`src/rtl/spi_master_if.sv`:
```
// Control-side handshake and serial pins of the single-byte SPI master.
// The master modport is the DUT view; the slave modport is the driving side.
interface spi_master_if;
  localparam int unsigned DATA_W = 8;

  logic              start;
  logic [DATA_W-1:0] tx_data;
  logic [DATA_W-1:0] rx_data;
  logic              done;
  logic              busy;
  logic              SCLK;
  logic              MOSI;
  logic              MISO;
  logic              SS_n;

  modport master (
    input  start, tx_data, MISO,
    output rx_data, done, busy, SCLK, MOSI, SS_n
  );

  modport slave (
    output start, tx_data, MISO,
    input  rx_data, done, busy, SCLK, MOSI, SS_n
  );
endinterface

```
`src/rtl/spi_master.sv`:
```
// Single-byte SPI master, mode 0, MSB first, full duplex.
// One byte per accepted start; done pulses as SS_n rises, then an H-cycle gap.
module spi_master #(
  parameter int unsigned CLK_DIV = 4
) (
  input  logic         clk,
  input  logic         rst,
  spi_master_if.master bus
);
  localparam int unsigned      DATA_W    = 8;
  localparam int unsigned      CNT_W     = (CLK_DIV > 1) ? $clog2(CLK_DIV) : 1;
  localparam logic [CNT_W-1:0] HALF_LAST = CNT_W'(CLK_DIV - 1);
  localparam logic [2:0]       BIT_LAST  = 3'd7;

  localparam logic [2:0] S_IDLE  = 3'd0;
  localparam logic [2:0] S_SETUP = 3'd1;
  localparam logic [2:0] S_HIGH  = 3'd2;
  localparam logic [2:0] S_LOW   = 3'd3;
  localparam logic [2:0] S_GAP   = 3'd4;

  logic [2:0]        r_state, w_state_nxt;
  logic [CNT_W-1:0]  r_cnt, w_cnt_nxt;
  logic [2:0]        r_bit, w_bit_nxt;
  logic [DATA_W-1:0] r_tx, w_tx_nxt;
  logic [DATA_W-1:0] r_rx, w_rx_nxt;
  logic [DATA_W-1:0] r_rx_data, w_rx_data_nxt;
  logic              r_done, w_done_nxt;
  logic              r_busy, w_busy_nxt;
  logic              r_sclk, w_sclk_nxt;
  logic              r_mosi, w_mosi_nxt;
  logic              r_ss_n, w_ss_n_nxt;
  logic              r_miso_s1, r_miso_s2;
  logic              w_half_end;

  assign w_half_end = (r_cnt == HALF_LAST);

  // State and output registers; MISO crosses in through two flops
  always_ff @(posedge clk) begin
    if (!rst) begin
      r_state   <= S_IDLE;
      r_cnt     <= '0;
      r_bit     <= '0;
      r_tx      <= '0;
      r_rx      <= '0;
      r_rx_data <= '0;
      r_done    <= 1'b0;
      r_busy    <= 1'b0;
      r_sclk    <= 1'b0;
      r_mosi    <= 1'b0;
      r_ss_n    <= 1'b1;
      r_miso_s1 <= 1'b0;
      r_miso_s2 <= 1'b0;
    end else begin
      r_state   <= w_state_nxt;
      r_cnt     <= w_cnt_nxt;
      r_bit     <= w_bit_nxt;
      r_tx      <= w_tx_nxt;
      r_rx      <= w_rx_nxt;
      r_rx_data <= w_rx_data_nxt;
      r_done    <= w_done_nxt;
      r_busy    <= w_busy_nxt;
      r_sclk    <= w_sclk_nxt;
      r_mosi    <= w_mosi_nxt;
      r_ss_n    <= w_ss_n_nxt;
      r_miso_s1 <= bus.MISO;
      r_miso_s2 <= r_miso_s1;
    end
  end

  // Next state and next register values; every phase lasts CLK_DIV cycles
  always_comb begin
    w_state_nxt   = r_state;
    w_cnt_nxt     = r_cnt;
    w_bit_nxt     = r_bit;
    w_tx_nxt      = r_tx;
    w_rx_nxt      = r_rx;
    w_rx_data_nxt = r_rx_data;
    w_done_nxt    = 1'b0;
    w_busy_nxt    = r_busy;
    w_sclk_nxt    = r_sclk;
    w_mosi_nxt    = r_mosi;
    w_ss_n_nxt    = r_ss_n;

    if (r_state != S_IDLE) begin
      w_cnt_nxt = w_half_end ? '0 : r_cnt + CNT_W'(1);
    end

    case (r_state)
      S_IDLE: begin
        w_cnt_nxt = '0;
        if (bus.start) begin
          w_tx_nxt    = bus.tx_data;
          w_mosi_nxt  = bus.tx_data[DATA_W-1];
          w_ss_n_nxt  = 1'b0;
          w_busy_nxt  = 1'b1;
          w_bit_nxt   = '0;
          w_rx_nxt    = '0;
          w_state_nxt = S_SETUP;
        end
      end
      S_SETUP: begin
        if (w_half_end) begin
          w_sclk_nxt  = 1'b1;
          w_state_nxt = S_HIGH;
        end
      end
      S_HIGH: begin
        // Sample on the falling SCLK edge and present the next bit at once
        if (w_half_end) begin
          w_rx_nxt    = {r_rx[DATA_W-2:0], r_miso_s2};
          w_sclk_nxt  = 1'b0;
          w_state_nxt = S_LOW;
          if (r_bit != BIT_LAST) begin
            w_tx_nxt   = {r_tx[DATA_W-2:0], 1'b0};
            w_mosi_nxt = r_tx[DATA_W-2];
          end
        end
      end
      S_LOW: begin
        if (w_half_end) begin
          if (r_bit == BIT_LAST) begin
            w_ss_n_nxt    = 1'b1;
            w_rx_data_nxt = r_rx;
            w_done_nxt    = 1'b1;
            w_state_nxt   = S_GAP;
          end else begin
            w_sclk_nxt  = 1'b1;
            w_bit_nxt   = r_bit + 3'd1;
            w_state_nxt = S_HIGH;
          end
        end
      end
      S_GAP: begin
        if (w_half_end) begin
          w_busy_nxt  = 1'b0;
          w_mosi_nxt  = 1'b0;
          w_state_nxt = S_IDLE;
        end
      end
      default: begin
        w_state_nxt = S_IDLE;
      end
    endcase
  end

  assign bus.rx_data = r_rx_data;
  assign bus.done    = r_done;
  assign bus.busy    = r_busy;
  assign bus.SCLK    = r_sclk;
  assign bus.MOSI    = r_mosi;
  assign bus.SS_n    = r_ss_n;
endmodule
```
`src/flat_wrapper.sv`:
```
// flat-port wrapper written by rule: the top's interface ports become plain ports
module spi_master_flat 
#(
  parameter int unsigned CLK_DIV = 4
)
  (clk, rst, bus_start, bus_tx_data, bus_MISO, bus_rx_data, bus_done, bus_busy, bus_SCLK, bus_MOSI, bus_SS_n);
  spi_master_if bus_i ();
  input  logic clk;
  input  logic rst;
  input wire logic [$bits(bus_i.start)-1:0] bus_start;
  input wire logic [$bits(bus_i.tx_data)-1:0] bus_tx_data;
  input wire logic [$bits(bus_i.MISO)-1:0] bus_MISO;
  output wire logic [$bits(bus_i.rx_data)-1:0] bus_rx_data;
  output wire logic [$bits(bus_i.done)-1:0] bus_done;
  output wire logic [$bits(bus_i.busy)-1:0] bus_busy;
  output wire logic [$bits(bus_i.SCLK)-1:0] bus_SCLK;
  output wire logic [$bits(bus_i.MOSI)-1:0] bus_MOSI;
  output wire logic [$bits(bus_i.SS_n)-1:0] bus_SS_n;
  assign bus_i.start = bus_start;
  assign bus_i.tx_data = bus_tx_data;
  assign bus_i.MISO = bus_MISO;
  assign bus_rx_data = bus_i.rx_data;
  assign bus_done = bus_i.done;
  assign bus_busy = bus_i.busy;
  assign bus_SCLK = bus_i.SCLK;
  assign bus_MOSI = bus_i.MOSI;
  assign bus_SS_n = bus_i.SS_n;
  spi_master #(.CLK_DIV(CLK_DIV)) u_core (.clk(clk), .rst(rst), .bus(bus_i));
endmodule
```
`config.mk`:
```
export PLATFORM = sky130hd
export DESIGN_NAME = spi_master_flat
export DESIGN_NICKNAME = d
export VERILOG_FILES = /design/src/rtl/spi_master_if.sv /design/src/rtl/spi_master.sv /design/src/flat_wrapper.sv
export SDC_FILE = /design/constraint.sdc
export NUM_CORES = 1
export LEC_CHECK = 0
export ABC_CLOCK_PERIOD_IN_PS = 1750
export CORE_UTILIZATION = 35
export DETAILED_ROUTE_END_ITERATION = 8
export GPL_TIMING_DRIVEN = 0
export SYNTH_ARGS = -nofsm -noshare
export SYNTH_HDL_FRONTEND = slang
export SYNTH_SLANG_ARGS = --single-unit
```
`constraint.sdc`:
```
create_clock -name clk -period 1.75 [get_ports clk]
set_input_delay 0.35 -clock clk [delete_from_list [all_inputs] [get_ports clk]]
set_output_delay 0.35 -clock clk [all_outputs]
set_load 0.01 [all_outputs]
```
# Yosys cells after proc, flatten, opt, wreduce, memory -nomap -nowiden
# Index checks and enable logic that the tools add are counted.
# op_classes
n_mux,35
bitwise_logic,1
n_reduce_logical,18
add_sub_neg,2
n_div,0
n_eq_ne,15
shifts,0
order_cmp,0
multipliers,0
# ops
op,n
$mux W3,9
$mux W7,3
$mux W8,2
$pmux W8 S2,1
$pmux W3 S5,1
$reduce_and A5 Y1,3
$pmux W7 S2,1
$mux W1,12
$ne A2 B1 Y1 const B,6
$reduce_and A3 Y1,4
$reduce_and A4 Y1,3
$reduce_bool A3 Y1,3
$eq A3 B2 Y1 const B,2
$eq A3 B3 Y1 const B,2
$pmux W1 S3,2
$pmux W3 S2,1
$reduce_bool A2 Y1,3
$ne A2 B2 Y1 const B,2
$pmux W1 S2,2
$add A3 B1 Y3 const B,1
$eq A3 B1 Y1 const B,1
$logic_not A3 Y1,1
$ne A3 B3 Y1 const B,1
$add A2 B1 Y2 const B,1
other kinds (4),4
# word_totals
mem_bits_rw,0
latchBits,0
elab_cells,84
mem_count,0
reg_bits,38
mem_bits_ro,0

# Logic depth before layout (Yosys ltp)
# logic_depth
depth_word,4
depth_mapped,7
depth_no_buf,6

# Least setup slack after synthesis
# Ideal clock, no wire load.
# synth_path
path_kind,reg2reg
start,reg u_core.r_bit[0]
end,reg u_core.r_tx[1]
setup_ns,0.116
t_arrival_ns,1.496
path_buffers,1
slack_ns,0.137
synth_period_minus_slack_ns,1.613
stages_incl_launch_ff,8
cell_sequence,dfxtp_1 > ha_1 > ha_1 > nand3b_1 > a21boi_2 > buf_2 > nand2_1 > o211a_1
# synth_via
elab_chain_len,3
# synth_lines
element,line,text
"start, declared",spi_master.sv:23,"logic [2:0] r_bit, w_bit_nxt;"
"start signal, assigned",spi_master.sv:56,r_bit <= w_bit_nxt;
$ne A3 B3 Y1,spi_master.sv:113,if (r_bit != BIT_LAST) begin
$ne A2 B1 Y1 (no line),n/a,
$reduce_and A4 Y1 (no line),n/a,
"end signal, assigned",spi_master.sv:57,r_tx <= w_tx_nxt;
"end, declared",spi_master.sv:24,"logic [DATA_W-1:0] r_tx, w_tx_nxt;"
# Every way passes these cells.
# A chain may end at the register's enable or synchronous reset.

# Worst setup path after layout
# Ends and elaborated chain as after synthesis.

==> impl_metrics.tcl <==
set metrics [dict create \
    drt-pass1-iter-count 6 \
    clkTransAtPathRegs_ps 80 \
    violations "DRC" \
    arrival_ps 1840 \
    cts_tree "built" \
    cts_buffer_depth 2 \
    drive_above_1_share 0.126 \
    hold_buffers 0 \
    powerDensity_mw_per_mm2 847 \
    synth_top_area_frac 0.452 \
    syn_inst 174 \
    switchingPower_mw 0.395 \
    n_antenna_cell 0 \
    critPathRequiredTime_ps 1940 \
    vias_per_cell 5.07 \
    swShare 0.222 \
    synth_top_area_cell "dfxtp_1" \
    detail_route.iter0.violations 59 \
    status "complete, but fails checks" \
    cts_buffers 5 \
    die_width_um 71.3 \
    timing.hold.ws_ps 435 \
    yosysWarnings 0 \
    port_buffers 23 \
    reg2reg_depth 7 \
    critPathKind "register to register" \
    grt_pass1_wl_mm 5.55 \
    max_slew_margin 0.656 \
    clockPowerShare 0.418 \
    cts_num_sinks 38 \
    start_util 0.376 \
    hpwlAfterDp_mm 2.39 \
    antenna_found_initial 0 \
    p_leak_nw 0.825 \
    syn_nets 190 \
    wire_per_inst_um 12.6 \
    die_y_um 71.3 \
    power_frac_seq 0.506 \
    worst_pin_slew_ps 516 \
    grt_pass1_vias 1227 \
    fp-row-count 24 \
    ys_seq_area_frac 0.452 \
    die-area_mm2 0.00509 \
    gp_congestion 0.857 \
    ys_seq_elements 38 \
    endpoint_kind "register" \
    synth_most_common_cell "dfxtp_1" \
    p_int_mw 1.39 \
    wl_mm 3.25 \
    synth_common_cells "dfxtp_1 (38), nand2_1 (18), nand3_1 (10), nor2b_1 (10), a22oi_1 (8)" \
    synth_area_leaders "dfxtp_1 (45%), nand2_1 (4.0%), nor2b_1 (3.7%), mux2i_1 (3.6%), o211a_1 (3.6%)" \
    ys_types 43 \
    combPwrFrac 0.076 \
    grt_max_degree 14 \
    async_reset_ff_frac 0 \
    htree_levels 2 \
    finalMaxSlewViolations 0 \
    finalPower_mw 1.78 \
    final_hold_viol_count 0 \
    worstPathMaxFanout 10 \
    synth-edff-count 0 \
    max_freq_mhz 605 \
    gr-usage-all-layers 0.142 \
    cts_root_buf "clkbuf_8" \
    core_mm2 0.00447 \
    vias 1309 \
    r2r-start "u_core.r_bit[0]" \
    r2r_slack_ps 100 \
    synth.avg_cell_area_um2 9.66 \
    nets 221 \
    synthFlopType "dfxtp_1" \
    synth_area_mm2 0.00168 \
    irDropWorstVdd_uv 435 \
    fin_worst_skew_ps 7.79 \
    rsz0062_at_grt "no" \
    setup_viol 0 \
    io-pin-count 25 \
    cp-endpoint "u_core.r_tx[1]" \
    dpl_cell_area_mm2 0.00198 \
    startpoint_type "register" \
    ant_nets 0 \
    hold_path.class "register to register" \
    cap_violations 0 \
    period_minus_slack_ps 1650 \
    critical_path.startpoint "u_core.r_bit[0]" \
    final_area_mm2 0.00210 \
    reg2reg_to "u_core.r_tx[1]" \
    period_share 0.945 \
    area_growth_pct 25.1 \
    drc 1 \
    clkLatencyLatePin_ps 300 \
    gr-total-overflow 0 \
]
cell type report:
class,count,area [µm²]
plain buffers,14,83.8
clock buffers,5,68.8
clock inverters,3,45.0
fillers,434,2370
inverters,3,11.3
multi-input cells,119,831
flip-flops and latches,38,761
well taps,52,65.1
repair buffers,24,238
flip-flops by register name, indices dropped and copies added (netlist names):
name	cells
u_core.r_miso_s2	1
u_core.bus.SCLK	1
u_core.r_bit	3
u_core.r_tx	7
u_core.bus.rx_data	8
u_core.r_state	3
u_core.bus.busy	1
u_core.r_rx	8
u_core.bus.SS_n	1
u_core.bus.MOSI	1
u_core.r_cnt	2
u_core.bus.done	1
u_core.r_miso_s1	1
worst max-delay path, stage by stage (launching register included):
cell      delay [ps]
dfxtp_1          330
ha_1             200
ha_2             220
nand3b_1         210
a21boi_2         210
buf_4            190
nand2_1           60
o211a_1          120
timing repair:
| action | in CTS | in global routing |
|---|---|---|
| resized for setup | 1 | 1 |
| setup endpoints to repair | 6 | 6 |
| pin swaps | 1 | 1 |
| buffers inserted | 1 | 0 |
power by group through the flow:
stage / clock (mW) / combinational (mW) / sequential [mW]
6_report: 0.745 / 0.136 / 0.901
5_1_grt: 0.808 / 0.149 / 0.904
4_1_cts: 0.764 / 0.137 / 0.901
3_5_place_dp: 0 / 0.133 / 0.922
3_3_place_gp: 0 / 0.131 / 0.920
2_1_floorplan: 0 / 0.0790 / 0.921
per-layer routing:
metal,share of wire,vias to the layer above,track usage
met1,0.49,593,0.184
li1,-,677,-
met5,0,-,0
met4,0.022,0,0.0800
met3,0.051,7,0.0338
met2,0.44,32,0.216
worst min path at each step:
stage               cells past startpoint  slack (ps)             start                to
floorplan                               1         410  u_core.r_miso_s1  u_core.r_miso_s2
global placement                        1         420  u_core.r_miso_s1  u_core.r_miso_s2
detailed placement                      1         420  u_core.r_miso_s1  u_core.r_miso_s2
CTS                                     1         440  u_core.r_miso_s1  u_core.r_miso_s2
global route                            1         450  u_core.r_miso_s1  u_core.r_miso_s2
finish                                  1         440  u_core.r_miso_s1  u_core.r_miso_s2
cell usage in the layout (no fill, tap or decap), drive strengths merged, types with 2 or more instances in the layout:
cell | Yosys | routed
nor2b | 10 | 10
a21oi | 6 | 6
nand3 | 10 | 10
a21boi | 10 | 10
clkinvlp | 0 | 2
nand2b | 3 | 3
a22o | 2 | 2
and2 | 2 | 2
clkdlybuf4s50 | 0 | 23
buf | 8 | 9
ha | 4 | 4
nand3b | 3 | 3
nor3b | 3 | 3
clkbuf | 6 | 11
o211a | 6 | 6
nand2 | 19 | 19
o21ai | 3 | 3
nor2 | 6 | 6
o21a | 2 | 2
dfxtp | 38 | 38
a22oi | 8 | 8
mux2i | 6 | 6
and3 | 2 | 2
inv | 3 | 3
mux2 | 2 | 2
through the flow:
step           cells   util  setup WS (ps)  TNS (ps)
2_1_floorplan    174      -            137         0
3_3_place_gp     249  0.442          -81.4      -453
3_5_place_dp     249  0.442          -96.8      -577
4_1_cts          258  0.470           44.0         0
5_1_grt          258  0.470           15.7         0
6_report         258  0.470           96.1         0
kinds of logic (layout without fill, tap and decap cells):
family                     Yosys count  count (layout)  share of synthesized area
and+or+nand+nor                     64              64                      0.208
buffers and inverters               17              49                     0.0551
adders and majority gates            4               4                     0.0298
DFF                                 38              38                      0.452
AOI/OAI and AO/OA                   43              43                      0.203
muxes                                8               8                     0.0513
(Power assumes the default switching activity.)
